### config.mk
export PLATFORM = sky130hd
export DESIGN_NAME = midi_voice_frontend
export DESIGN_NICKNAME = d
export VERILOG_FILES = /design/src/rtl/midi_pkg.sv /design/src/rtl/midi_voice_frontend_if.sv /design/src/rtl/spi_byte_rx.sv /design/src/rtl/midi_voice_frontend.sv
export SDC_FILE = /design/constraint.sdc
export NUM_CORES = 1
export LEC_CHECK = 0
export ABC_AREA = 1
export BUFFER_PORTS_ARGS = -buffer_cell sky130_fd_sc_hd__buf_4
export CAP_MARGIN = 20
export CORE_MARGIN = 5
export CORE_UTILIZATION = 31
export DETAILED_ROUTE_END_ITERATION = 16
export SLEW_MARGIN = 20
export SYNTH_ARGS = -nofsm -noshare
export SYNTH_HDL_FRONTEND = slang
export SYNTH_SLANG_ARGS = --single-unit
### constraint.sdc
create_clock -name i_clk -period 2.92 [get_ports i_clk]
set_input_delay 0.292 -clock i_clk [delete_from_list [all_inputs] [get_ports i_clk]]
set_output_delay 0.292 -clock i_clk [all_outputs]
set_load 0.05 [all_outputs]
### src/rtl/midi_pkg.sv
// Shared MIDI definitions for the voice front-end:
// status codes, parser states and data width.
package midi_pkg;

    localparam logic [7:0] ST_NOTE_OFF = 8'h80;
    localparam logic [7:0] ST_NOTE_ON  = 8'h90;
    localparam logic [7:0] ST_SYSTEM   = 8'hF0;
    localparam logic [7:0] ST_REALTIME = 8'hF8;

    localparam int DATA_W = 7;

    typedef enum logic [1:0] {
        IDLE,
        WAIT_D1,
        WAIT_D2,
        SKIP
    } parse_state_t;

endpackage

### src/rtl/midi_voice_frontend_if.sv
// Received-byte bus between the SPI byte assembler
// and the MIDI parser.
interface midi_voice_frontend_if;

    logic [7:0] data;
    logic       valid;

    modport master (
        output data,
        output valid
    );

    modport slave (
        input data,
        input valid
    );

endinterface

### src/rtl/spi_byte_rx.sv
// Synchronises the asynchronous SPI lines and assembles
// MSB-first bytes, one bit per synchronised sclk rise.
module spi_byte_rx (
    input  logic                  clk,
    input  logic                  rst,
    input  logic                  sclk,
    input  logic                  mosi,
    midi_voice_frontend_if.master rx
);

    logic [2:0] sclk_sync;
    logic [1:0] mosi_sync;
    logic [2:0] bit_cnt;
    logic [6:0] shift;
    logic       rise;

    // third sclk stage only serves edge detection
    assign rise = sclk_sync[1] & ~sclk_sync[2];

    always_ff @(posedge clk) begin
        if (rst) begin
            sclk_sync <= '0;
            mosi_sync <= '0;
            bit_cnt   <= '0;
            shift     <= '0;
            rx.data   <= '0;
            rx.valid  <= 1'b0;
        end else begin
            sclk_sync <= {sclk_sync[1:0], sclk};
            mosi_sync <= {mosi_sync[0], mosi};
            rx.valid  <= 1'b0;
            if (rise) begin
                shift   <= {shift[5:0], mosi_sync[1]};
                bit_cnt <= bit_cnt + 3'd1;
                if (bit_cnt == 3'd7) begin
                    rx.data  <= {shift, mosi_sync[1]};
                    rx.valid <= 1'b1;
                end
            end
        end
    end

endmodule

### src/rtl/midi_voice_frontend.sv
// MIDI-over-SPI front-end: parses note-on/off messages
// with running status and allocates them to voice slots.
module midi_voice_frontend
    import midi_pkg::*;
#(
    parameter int NUM_VOICES   = 4,
    parameter int MIDI_CHANNEL = 0,
    parameter int OMNI         = 0
) (
    input  logic                         i_clk,
    input  logic                         i_reset,
    input  logic                         i_SPI_sclk,
    input  logic                         i_SPI_mosi,
    output logic [NUM_VOICES-1:0]        o_voice_gate,
    output logic [DATA_W*NUM_VOICES-1:0] o_voice_note,
    output logic [DATA_W*NUM_VOICES-1:0] o_voice_vel,
    output logic                         o_byte_valid,
    output logic [7:0]                   o_byte,
    output logic [1:0]                   o_byte_counter,
    output logic                         o_drop
);

    midi_voice_frontend_if rx_bus ();

    spi_byte_rx u_rx (
        .clk  (i_clk),
        .rst  (i_reset),
        .sclk (i_SPI_sclk),
        .mosi (i_SPI_mosi),
        .rx   (rx_bus.master)
    );

    assign o_byte_valid = rx_bus.valid;
    assign o_byte       = rx_bus.data;

    logic [7:0] b;
    logic       is_rt;
    logic       is_sys;
    logic       is_status;
    logic       is_note_msg;
    logic       chan_ok;

    assign b           = rx_bus.data;
    assign is_rt       = b >= ST_REALTIME;
    assign is_sys      = (b >= ST_SYSTEM) && !is_rt;
    assign is_status   = b[7] && !is_sys && !is_rt;
    assign is_note_msg = (b[7:4] == ST_NOTE_OFF[7:4]) ||
                         (b[7:4] == ST_NOTE_ON[7:4]);
    assign chan_ok     = (OMNI != 0) ||
                         (b[3:0] == 4'(MIDI_CHANNEL));

    parse_state_t state;
    parse_state_t state_d;
    logic         set_rs;
    logic         clr_rs;
    logic         store_note;
    logic         emit;

    always_ff @(posedge i_clk) begin
        if (i_reset) state <= IDLE;
        else         state <= state_d;
    end

    always_comb begin
        state_d = state;
        if (rx_bus.valid && !is_rt) begin
            if (is_sys) begin
                state_d = IDLE;
            end else if (is_status) begin
                state_d = (is_note_msg && chan_ok) ? WAIT_D1 : SKIP;
            end else begin
                unique case (state)
                    WAIT_D1: state_d = WAIT_D2;
                    WAIT_D2: state_d = WAIT_D1;
                    default: state_d = state;
                endcase
            end
        end
    end

    always_comb begin
        set_rs     = 1'b0;
        clr_rs     = 1'b0;
        store_note = 1'b0;
        emit       = 1'b0;
        if (rx_bus.valid && !is_rt) begin
            if (is_sys) begin
                clr_rs = 1'b1;
            end else if (is_status) begin
                set_rs = is_note_msg && chan_ok;
                clr_rs = !(is_note_msg && chan_ok);
            end else begin
                store_note = state == WAIT_D1;
                emit       = state == WAIT_D2;
            end
        end
    end

    logic              rs_on;
    logic [DATA_W-1:0] note_d1;
    logic              evt;
    logic              evt_on;
    logic [DATA_W-1:0] evt_note;
    logic [DATA_W-1:0] evt_vel;

    always_ff @(posedge i_clk) begin
        if (i_reset) begin
            rs_on          <= 1'b0;
            note_d1        <= '0;
            evt            <= 1'b0;
            evt_on         <= 1'b0;
            evt_note       <= '0;
            evt_vel        <= '0;
            o_byte_counter <= '0;
        end else begin
            evt <= emit;
            if (rx_bus.valid) o_byte_counter <= o_byte_counter + 2'd1;
            // bit 4 separates 0x9n (on) from 0x8n (off)
            if (set_rs)      rs_on <= b[4];
            else if (clr_rs) rs_on <= 1'b0;
            if (store_note) note_d1 <= b[DATA_W-1:0];
            if (emit) begin
                evt_on   <= rs_on && (b[DATA_W-1:0] != '0);
                evt_note <= note_d1;
                evt_vel  <= b[DATA_W-1:0];
            end
        end
    end

    logic [NUM_VOICES-1:0] gate;
    logic [DATA_W-1:0]     note [NUM_VOICES];
    logic [DATA_W-1:0]     vel  [NUM_VOICES];
    logic [NUM_VOICES-1:0] hit;
    logic [NUM_VOICES-1:0] free;
    logic [NUM_VOICES-1:0] hit_first;
    logic [NUM_VOICES-1:0] free_first;

    always_comb begin
        hit  = '0;
        free = '0;
        for (int v = 0; v < NUM_VOICES; v++) begin
            hit[v]  = gate[v] && (note[v] == evt_note);
            free[v] = !gate[v];
        end
        hit_first  = hit & (-hit);
        free_first = free & (-free);
    end

    always_ff @(posedge i_clk) begin
        if (i_reset) begin
            gate   <= '0;
            o_drop <= 1'b0;
            for (int v = 0; v < NUM_VOICES; v++) begin
                note[v] <= '0;
                vel[v]  <= '0;
            end
        end else begin
            o_drop <= 1'b0;
            if (evt) begin
                if (!evt_on) begin
                    gate <= gate & ~hit;
                end else if (|hit) begin
                    for (int v = 0; v < NUM_VOICES; v++) begin
                        if (hit_first[v]) vel[v] <= evt_vel;
                    end
                end else if (|free) begin
                    for (int v = 0; v < NUM_VOICES; v++) begin
                        if (free_first[v]) begin
                            gate[v] <= 1'b1;
                            note[v] <= evt_note;
                            vel[v]  <= evt_vel;
                        end
                    end
                end else begin
                    o_drop <= 1'b1;
                end
            end
        end
    end

    assign o_voice_gate = gate;

    for (genvar v = 0; v < NUM_VOICES; v++) begin : g_pack
        assign o_voice_note[DATA_W*v +: DATA_W] = note[v];
        assign o_voice_vel[DATA_W*v +: DATA_W]  = vel[v];
    end

endmodule
==> results of run 1 <==
[flip-flops by register name (all words and copies together) (netlist names), 4 cells and up]
signal	flops
u_rx.shift	7
note	28
vel	28
note_d1	7
u_rx.rx.data	8
evt_vel	7
evt_note	7
o_voice_gate	4
[layout by cell type (no fill, tap or decap), types with 2 or more instances in the layout]
cell | synthesis | layout
xnor2_1 | 17 | 17
clkbuf_16 | 0 | 18
inv_2 | 5 | 5
a21oi_1 | 36 | 36
nand2_1 | 79 | 79
dfxtp_1 | 57 | 57
nor2_8 | 2 | 2
inv_1 | 57 | 57
nand4_4 | 2 | 2
a211oi_1 | 3 | 3
clkbuf_8 | 0 | 2
nor3_1 | 5 | 5
nand4_1 | 6 | 6
clkinv_2 | 0 | 5
xor2_1 | 3 | 3
nand3_4 | 2 | 2
a21oi_2 | 2 | 2
clkbuf_1 | 13 | 6
edfxtp_1 | 56 | 56
nand3_2 | 2 | 2
buf_4 | 0 | 81
o21ai_0 | 40 | 40
nand2_2 | 4 | 4
nand3_1 | 18 | 18
nand2_4 | 2 | 2
ha_1 | 4 | 4
nor2_1 | 89 | 89
[path summary, 6_finish.rpt]
path,to,slack [ns]
worst min register to register,u_rx.sclk_sync[1]$_SDFF_PP0_,0.40
worst min-delay path,u_rx.sclk_sync[0]$_SDFF_PP0_,0.09
worst max register to register,vel[0][0]$_DFFE_PP_,0.68
worst max-delay path,vel[0][0]$_DFFE_PP_,0.68
[area by class of cell]
cell class / instances / area share
Timing Repair Buffer: 81 / 0.09866
Clock inverter: 6 / 0.008932
Inverter: 62 / 0.03776
Multi-Input combinational cell: 325 / 0.2726
Tap cell: 211 / 0.04283
Clock buffer: 26 / 0.08120
Sequential cell: 113 / 0.4580
[kinds of logic after synthesis]
logic type,Yosys count,synth area share
adder cells (fa/ha/maj),4,0.01036
XOR/XNOR,20,0.03626
AND/OR/NAND/NOR,215,0.2067
flip-flops,113,0.5843
AO/OA/AOI/OAI,86,0.09454
buffers and inverters,83,0.06786
[power groups by stage]
stage | clock network [W] | registers [W] | logic (W)
after global placement | 0 | 0.00177 | 0.000275
after detailed placement | 0 | 0.00177 | 0.000277
after floorplan | 0 | 0.00189 | 0.0000654
final | 0.00192 | 0.00174 | 0.000274
after CTS | 0.00195 | 0.00174 | 0.000277
after global routing | 0.00203 | 0.00174 | 0.000291
[per-layer routing]
layer  wire length [um]  vias up
met5                  0        -
met2               6039      114
li1                   -     1867
met4                189        0
met3                869       20
met1               5170     1766
[stage by stage]
step / setup WS (ns) / instances
after floorplan: 0.4550 / 521
after global placement: 0.7806 / 792
after detailed placement: 0.7020 / 792
after CTS: 0.6830 / 824
after global routing: 0.5213 / 824
final: 0.6835 / 824
[worst register-to-register path, delay by kind of cell, from the launching register on]
kind	cells	cell delay, ns
buffers and inverters	1	0.11
AND/OR/NAND/NOR	10	1.41
flip-flops	1	0.40
==> metrics.md, run 1 <==
| Metric | Value |
|---|---|
| Status | finished, final reports clean |
| # fillers | 1507 |
| Fin nets | 608 |
| Startpoint types | register |
| GR Util met2 | 0.2360 |
| Post-synthesis async set-or-reset flop share | 0 |
| Synthesized area per cell | 9.272 um2 |
| Max transition margin | 0.5552 |
| Area Overhead vs Synth | 27.58% |
| Post-synth top area cell | edfxtp_1 |
| Leakage power | 2.562 nW |
| Port-buffer cells | 75 |
| #FFs+latches synth | 113 |
| Hold Path Origin | i_SPI_sclk |
| Routed wire length | 12.27 mm |
| Cell Area, Synth | 0.004831 mm2 |
| Detailed placement HPWL | 9.070 mm |
| Fin area | 0.006163 mm2 |
| Total congestion overflow | 0 |
| Antenna-violating nets left | 0 |
| F_max | 447.1 MHz |
| WP depth | 11 |
| FF+latch area | 0.002823 mm2 |
| Die area | 0.01818 mm2 |
| Post-CTS setup buffers | 0 |
| Worst clock skew | 0.008462 ns |
| Fin Setup TNS | 0 ns |
| Post-route minimum period | 2.237 ns |
| Worst Path Required | 2.99 ns |
| CTS Buf Count | 17 |
| Peak supply drop | 0.3281 mV |
| Initial Util | 0.3166 |
| CTS H-tree lvls | 4 |
| Gate power share | 0.070 |
| Commonest cells in the synthesized netlist | 89 x nor2_1, 79 x nand2_1, 57 x dfxtp_1, 57 x inv_1, 56 x edfxtp_1 |
| CTS resizes | 0 |
| Met1 usage | 0.1667 |
| Worst skew pair latency | 0.41 ns |
| Unrepaired setup endpoints after global routing | false |
| Tot GR Track Use | 0.1407 |
| GRT met3 Usage | 0.04844 |
| Worst R2R Path Depth | 11 |
| CP cell instances | inv_1, nand2_1, nand4_1, nor2_1, nand2_2, nand2_2, nor2_8, nand2_4, nor2_8, nand2_4, nand2_1 |
| Power per cell area | 638.0 mW/mm2 |
| Top-area cell type share of the netlist area | 0.3481 |
| 1st-iter DRT viols | 256 |
| Fin crit share | 0.7659 |
| Critical path type | register to register |
| EDFF count, synth | 56 |
| GP Congestion | 0.8703 |
| Mapped Cells | 521 |
| Clock power frac | 0.488 |
| TritonCTS clock tree | done |
| Top cells by area, synth | edfxtp_1 35%, dfxtp_1 24%, nor2_1 6.9% |
| Initial antenna violation count | 0 |
| Setup violations, final | 0 |
| HP Class | primary input to register |
| Net count after synthesis | 529 |
| Critical path peak fanout | 8 |
| Critical Path Slowest Stage Cell | edfxtp_1 |
| Multi-input logic area | 0.001680 mm2 |
| Vias in the first global route | 3800 |
| DRC | 0 |
| CP Data Arrival Time | 2.31 ns |
| Power Internal | 0.003037 W |
| CP bufs+invs | 1 |
| Reg clk slew, reported paths | 0.05 ns |
| Final Hold Fails | 0 |
| Die W | 134.8 um |
| Pins Over Slew Limit | 0 |
| Hold WS | 0.08609 ns |
| DP Area | 0.005608 mm2 |
| Via count | 3767 |
| Peak per-stage delay on the critical path | 0.40 ns |
| 1st-pass router iterations | 4 |
| Hold-critical path depth | 3 |
| First-pass GRT wire length | 19.75 mm |
| Maximum number of pins on one net before global-route repair | 46 |
| Rows | 45 |
| Netlist cell types | 34 |
| Crit end category | register |
| Main synth FF type | dfxtp_1 |
| Least-Margin Pin Slew | 0.6655 ns |
| I/O pin count | 76 |
| Most used routing layer | met2 |
| # diodes | 0 |
| Post-CTS Hold Buffers | 0 |
| RR Startpoint | note[0][2]$_SDFFCE_PN0P_ |
| Sink Count | 113 |
| Max-cap violations | 0 |
| Most frequent cell after synthesis | nor2_1 |
| Top Family by Delay on Critical Path | simple AND/OR/NAND/NOR gates |
| Clk root buf | clkbuf_16 |
| Reported net switching power | 0.0008946 W |
| Core Region | 0.01526 mm2 |
| Layout cells sized above 1 | 0.2137 |
| Vias/cell | 4.572 |
| Max Buffers Root-to-Sink | 2 |
| Die H | 134.8 um |
| Layout Utilization | 0.4039 |
| Register area share after synthesis | 0.5843 |
| Total power | 0.003932 W |
| Routed length per placed instance | 14.89 um |
| Reg power frac | 0.442 |
| Yosys warning count | 0 |
| Worst Setup SP | note[0][2]$_SDFFCE_PN0P_ |
| Switching part of the total | 0.2275 |
Power figures use the tool's default switching activity.
==> run 2: changes to the inputs <==
ABC_AREA = 0   (was 1)
clock period = 2.3 ns   (was 2.92 ns; I/O delays follow)
==> metrics.md, run 2 <==
| Metric | Value |
|---|---|
| Startpoint types | register |
| Mux contribution to synthesized area | 0.002055 (+0.002055) |
| Layout cells sized above 1 | 0.2931 (+0.07940) |
| Netlist cell types | 50 (+47%) |
| Top-area cell type share of the netlist area | 0.3453 (-0.002773) |
| Hold EP | u_rx.mosi_sync[0]$_SDFF_PP0_ |
| Sink Count | 113 (unchanged) |
| Post-Synth XOR/XNOR Area | 0.05884 (+0.02258) |
| TritonCTS clock tree | done |
| Initial antenna violation count | 0 (unchanged) |
| Most frequent cells in the layout | 105 x buf_4, 77 x nand2_1, 56 x edfxtp_1 |
| Worst clock skew | 0.009237 ns (+0.0007750 ns) |
| Initial Util | 0.3180 (+0.001369) |
| Routed wire length | 11.88 mm (-3.2%) |
| Die W | 135.3 um (+0.37%) |
| Leakage power | 2.563 nW (about the same) |
| I/O pin count | 76 (unchanged) |
| Power per cell area | 801.3 mW/mm2 (+26%) |
| Max Buffers Root-to-Sink | 2 (unchanged) |
| # diodes | 0 (unchanged) |
| EDFF count, synth | 56 (unchanged) |
| Critical Path Slowest Stage Cell | dfxtp_1 |
| Max transition margin | 0.6684 (+0.1131) |
| Crit end category | register |
| Area Overhead vs Synth | 35.53% |
| Final Hold Fails | 0 (unchanged) |
| Post-synth top area cell | edfxtp_1 |
| Yosys warning count | 0 (unchanged) |
| Worst R2R Path Depth | 6 (-5) |
| Post-CTS Hold Buffers | 0 (unchanged) |
| Register area share after synthesis | 0.5797 (-0.004654) |
| RR Endpoint | vel[2][4]$_DFFE_PP_ |
| Synthesized area per cell | 10.41 um2 (+12%) |
| RR Startpoint | evt_note[4]$_SDFFE_PP0P_ |
| Tot GR Track Use | 0.1359 (-0.004770) |
| Area share of fa/ha/maj cells after synthesis | 0.01028 (-0.00008252) |
| Max-cap violations | 0 (unchanged) |
| CTS Buf Count | 17 (unchanged) |
| Worst skew pair latency | 0.41 ns (about the same) |
| Clk root buf | clkbuf_16 |
| Peak per-stage delay on the critical path | 0.50 ns (+0.10 ns) |
| Most frequent cell after synthesis | nand2_1 |
| Least-Margin Pin Slew | 0.4962 ns (-0.1693 ns) |
| Via count | 3745 (-0.58%) |
| Maximum number of pins on one net before global-route repair | 44 (-4.3%) |
| Rows | 45 (unchanged) |
| Critical path peak fanout | 7 (-1) |
| Commonest cells in the synthesized netlist | 77 x nand2_1, 57 x dfxtp_1, 56 x edfxtp_1 |
| R2R Setup Slk | 0.07 ns (-0.61 ns) |
| Dpl ws | -0.0006868 ns (-0.7026 ns) |
| DP Area | 0.005912 mm2 (+5.4%) |
| Status | finished, final reports clean |
| Die H | 135.3 um (+0.37%) |
| Critical path type | register to register |
| Simple-gate area share of the yosys netlist | 0.2233 (+0.01660) |
| First-pass GRT wire length | 19.59 mm (-0.84%) |
| Peak supply drop | 0.4648 mV (+42%) |
| Worst Path Required | 2.41 ns (-0.58 ns) |
| Top Registers | note x28, vel x28, u_rx.rx.data x8 |
| Unrepaired setup endpoints after global routing | true |
| Antenna-violating nets left | 0 (unchanged) |
| HP Class | primary input to register |
| Fin area | 0.006600 mm2 (+7.1%) |
| Top cells by area, synth | edfxtp_1 35%, dfxtp_1 23%, nand2_1 5.9% |
| Vias/cell | 4.735 (+3.6%) |
| Setup violations, final | 0 (unchanged) |
| Mapped Cells | 468 (-10%) |
| PnR worst setup slack | 0.07448 ns (-0.6090 ns) |
| #FFs+latches synth | 113 (unchanged) |
| Total placed cells including tap cells | 759 (-4.2%) |
| Main synth FF type | dfxtp_1 |
| # fillers | 1473 (-2.3%) |
| Post-synthesis async set-or-reset flop share | 0 (unchanged) |
| Port-buffer cells | 75 (unchanged) |
| Fin nets | 575 (-5.4%) |
| GP Congestion | 0.8951 (+2.8%) |
| Vias in the first global route | 3849 (+1.3%) |
| Hold-critical path depth | 2 (-1) |
| Reg clk slew, reported paths | 0.05 ns (about the same) |
| CP cell instances | buf_12, xor2_2, nor4_4, a2111o_1, a2111oi_4, or2_4 |
| Total congestion overflow | 0 (unchanged) |
| Net count after synthesis | 476 (-10%) |
| Routed length per placed instance | 15.01 um (+0.83%) |
| CP Data Arrival Time | 2.34 ns (+0.03 ns) |
| Pins Over Slew Limit | 0 (unchanged) |
| Commonest non-fill, non-tap cell in the layout | buf_4 |
| Synth Area in Compound Gates | 0.08762 (-0.006919) |
| Detailed placement HPWL | 8.814 mm (-2.8%) |
| DRC | 0 (unchanged) |
| Layout Cells excl Fill | 791 (-4.0%) |
| Layout Utilization | 0.4310 (+0.02703) |
| Fin crit share | 0.9676 (+0.2017) |
| Hold Path Origin | i_SPI_mosi |
| Core Region | 0.01531 mm2 (+0.37%) |
| F_max | 449.3 MHz (+0.49%) |
| 1st-pass router iterations | 4 (unchanged) |
| Fin Setup TNS | 0 ns (unchanged) |
| Post-route minimum period | 2.226 ns (-0.01099 ns) |
| Largest family of logic cells by synthesized area | simple AND/OR/NAND/NOR gates |
| Cell Area, Synth | 0.004870 mm2 (+0.80%) |
| 1st-iter DRT viols | 263 (+2.7%) |
| Die area | 0.01832 mm2 (+0.74%) |
| CTS H-tree lvls | 4 (unchanged) |
run 2: logic make-up after synthesis:
group	Yosys count
simple gates	211
xor+xnor	31
flops	113
compound gates	67
buf+inv	41
fa+ha+maj	4
mux	1
run 2: worst max-delay path by stage:
stage,from,end,slack (ns),depth (start not counted)
2_1_floorplan,note[3][6]$_SDFFCE_PN0P_,vel[2][0]$_DFFE_PP_,0.001,6
3_3_place_gp,evt_note[0]$_SDFFE_PP0P_,note[3][2]$_SDFFCE_PN0P_,-0.001,7
6_report,evt_note[4]$_SDFFE_PP0P_,vel[2][4]$_DFFE_PP_,0.07,6
3_5_place_dp,evt_note[0]$_SDFFE_PP0P_,note[1][3]$_SDFFCE_PN0P_,-0.0007,7
5_1_grt,note[2][5]$_SDFFCE_PN0P_,vel[0][3]$_DFFE_PP_,-0.006,7
4_1_cts,evt_note[0]$_SDFFE_PP0P_,note[3][0]$_SDFFCE_PN0P_,-0.007,7
run 2: repair_timing:
item                                    CTS  global route
pin swaps                                 0             1
setup buffers                             0             0
endpoints found under the setup margin   15            73
gates resized for setup                   0             8
endpoints found under the hold margin     0             0
run 2: stage by stage:
stage	hold slack, ns	total power [W]
floorplan	0.3582	0.002403
detailed placement	0.4421	0.002493
global placement	0.4454	0.002491
CTS	0.02513	0.005352
finish	0.04203	0.005289
global route	0.02410	0.005467
run 2: power breakdown:
part           switching, W  leakage (nW)  internal (W)
registers         0.0000251          1.04       0.00215
clock network      0.000867         0.331       0.00197
logic              0.000197          1.19     0.0000785
total               0.00109          2.56       0.00420
run 2: metal layers:
layer,global-route usage,vias to the layer above,share of wire
met1,0.1709,1820,0.44
met5,0,-,0
met3,0.04681,13,0.062
met4,0.04423,0,0.011
li1,-,1824,-
met2,0.2199,88,0.48
run 2: final cells by class:
cell class | count | area (um2) | area share
clock inverters | 5 | 80.08 | 0.01213
clock buffers | 27 | 588.1 | 0.08910
flip-flops and latches | 113 | 2826 | 0.4282
multi-input cells | 314 | 1944 | 0.2946
well taps | 211 | 264.0 | 0.04000
repair buffers | 108 | 848.3 | 0.1285
inverters | 13 | 48.80 | 0.007393
run 2: critical path, delay by kind of cell, from the launching register on:
kind	cells	cell delay [ns]
flip-flops	1	0.50
buffers and inverters	1	0.16
AND/OR/NAND/NOR	2	0.31
AO/OA/AOI/OAI	2	0.78
XOR/XNOR	1	0.17
==> run 3: changes to the inputs <==
SETUP_SLACK_MARGIN = 0.1   (was unset)
==> metrics.md, run 3 (synthesis results as in run 2) <==
| Metric | Value |
|---|---|
| Initial Util | 0.3180 (unchanged) |
| CP cell instances | buf_12, xor2_2, nor4bb_4, a21o_1, nor2_2, a221o_2 |
| Port-buffer cells | 75 (unchanged) |
| 1st-pass router iterations | 4 (unchanged) |
| Area Overhead vs Synth | 34.17% |
| Reg clk slew, reported paths | 0.06 ns (about the same) |
| Worst clock skew | 0.009702 ns (+0.0004657 ns) |
| Worst R2R Path Depth | 6 (unchanged) |
| # diodes | 0 (unchanged) |
| Sink Count | 113 (unchanged) |
| Hold WS | 0.03073 ns (-0.01130 ns) |
| Fin Setup TNS | 0 ns (unchanged) |
| Multi-input logic area | 0.002002 mm2 (+3.0%) |
| Startpoint types | register |
| Hold-critical path depth | 2 (unchanged) |
| Least-Margin Pin Slew | 0.4922 ns (-0.004034 ns) |
| Status | finished, final reports clean |
| DRC | 0 (unchanged) |
| Antenna-violating nets left | 0 (unchanged) |
| Die H | 135.3 um (unchanged) |
| Die area | 0.01832 mm2 (unchanged) |
| Most used routing layer | met2 |
| Clk root buf | clkbuf_16 |
| Dpl ws | -0.01530 ns (-0.01461 ns) |
| HP Class | primary input to register |
| Peak supply drop | 0.4905 mV (+5.5%) |
| Max transition margin | 0.6694 (+0.001027) |
| RR Startpoint | evt_note[3]$_SDFFE_PP0P_ |
| Core Region | 0.01531 mm2 (unchanged) |
| I/O pin count | 76 (unchanged) |
| Leakage power | 2.502 nW (-2.4%) |
| Max-cap violations | 0 (unchanged) |
| Total congestion overflow | 0 (unchanged) |
| Most frequent cells in the layout | 105 x buf_4, 76 x nand2_1, 56 x edfxtp_1 |
| Met1 usage | 0.1801 (+0.009260) |
| Routed length per placed instance | 15.26 um (+1.6%) |
| Hold EP | u_rx.mosi_sync[0]$_SDFF_PP0_ |
| Total power | 0.004908 W (-7.2%) |
| Hold Path Origin | i_SPI_mosi |
| GR Util met2 | 0.2157 (-0.004148) |
| Vias in the first global route | 3774 (-1.9%) |
| Maximum number of pins on one net before global-route repair | 43 (-2.3%) |
| CP bufs+invs | 1 (unchanged) |
| GRT met3 Usage | 0.04569 (-0.001114) |
| Setup violations, final | 0 (unchanged) |
| Vias/cell | 4.711 (-0.49%) |
| Tot GR Track Use | 0.1368 (+0.0008570) |
| Pins Over Slew Limit | 0 (unchanged) |
| Unrepaired setup endpoints after global routing | true |
| Via count | 3722 (-0.61%) |
| TritonCTS clock tree | done |
| Total placed cells including tap cells | 755 (-0.53%) |
| Top Registers | note x28, vel x28, u_rx.rx.data x8 |
| Peak per-stage delay on the critical path | 0.49 ns (about the same) |
| Initial antenna violation count | 0 (unchanged) |
| Worst skew pair latency | 0.41 ns (about the same) |
| First-pass GRT wire length | 19.56 mm (-0.14%) |
| Die W | 135.3 um (unchanged) |
| Critical path peak fanout | 7 (unchanged) |
| PnR worst setup slack | 0.1258 ns (+0.05132 ns) |
| Detailed placement HPWL | 8.825 mm (+0.13%) |
| Layout cells sized above 1 | 0.3074 (+0.01432) |
| FF+latch area | 0.002834 mm2 (+0.27%) |
| CP Data Arrival Time | 2.32 ns (-0.02 ns) |
| Worst Path Required | 2.44 ns (+0.03 ns) |
| Fin nets | 574 (-0.17%) |
| Routed wire length | 12.05 mm (+1.5%) |
| Final Hold Fails | 0 (unchanged) |
| Layout Cells excl Fill | 790 (-0.13%) |
| Power per cell area | 751.2 mW/mm2 (-6.3%) |
| Crit end category | register |
| Critical Path Slowest Stage Cell | nor4bb_4 |
| Fin crit share | 0.9453 (-0.02231) |
| CTS Buf Count | 17 (unchanged) |
| RR Endpoint | vel[1][3]$_DFFE_PP_ |
| Post-route minimum period | 2.174 ns (-0.05132 ns) |
| F_max | 459.9 MHz (+2.4%) |
| Rows | 45 (unchanged) |
| Top Family by Delay on Critical Path | compound AO/OA/AOI/OAI gates |
| Max Buffers Root-to-Sink | 2 (unchanged) |
| GP Congestion | 0.8577 (-4.2%) |
| # fillers | 1477 (+0.27%) |
| Commonest non-fill, non-tap cell in the layout | buf_4 |
| CTS H-tree lvls | 4 (unchanged) |
| R2R Setup Slk | 0.13 ns (+0.05 ns) |
| Critical path type | register to register |
| 1st-iter DRT viols | 296 (+13%) |
-- run 3: metal layers --
layer  share of wire  wire [um]
met1            0.47       5620
met2            0.47       5631
met3           0.057        689
met4          0.0091        110
met5               0          0
-- run 3: worst max path at each step --
stage | startpoint | slack [ns] | to | cells after the start
floorplan | note[3][6]$_SDFFCE_PN0P_ | 0.001 | vel[2][0]$_DFFE_PP_ | 6
global placement | evt_note[4]$_SDFFE_PP0P_ | 0.02 | vel[0][1]$_DFFE_PP_ | 5
detailed placement | evt_note[4]$_SDFFE_PP0P_ | -0.02 | vel[0][1]$_DFFE_PP_ | 5
CTS | evt_note[6]$_SDFFE_PP0P_ | 0.10 | note[3][2]$_SDFFCE_PN0P_ | 7
global route | evt_note[2]$_SDFFE_PP0P_ | 0.05 | vel[1][3]$_DFFE_PP_ | 6
finish | evt_note[3]$_SDFFE_PP0P_ | 0.13 | vel[1][3]$_DFFE_PP_ | 6
-- run 3: what timing repair did --
action | 4_1_cts | 5_1_grt
pin swaps | 0 | 5
setup endpoints to repair | 91 | 74
hold buffers | 0 | 0
setup buffers | 0 | 3
resized for setup | 3 | 16
-- run 3: power breakdown --
| part | switching, W | leakage, nW | internal (W) |
|---|---|---|---|
| combinational | 0.000199 | 1.19 | 0.0000776 |
| clock | 0.000883 | 0.269 | 0.00158 |
| sequential | 0.0000247 | 1.04 | 0.00215 |
| total | 0.00111 | 2.50 | 0.00380 |
-- run 3: through the flow --
step             util  instance area, um2
6_report       0.4266                6534
5_1_grt        0.4266                6534
4_1_cts        0.4218                6460
3_5_place_dp   0.3851                5898
3_3_place_gp   0.3851                5898
2_1_floorplan       -                4972
-- run 3: layout make-up --
cell class,count,share of cell area
clock buffers,20,0.06683
repair buffers,107,0.1268
clock inverters,12,0.01838
flip-flops and latches,113,0.4337
multi-input cells,314,0.3064
well taps,211,0.04041
inverters,13,0.007468
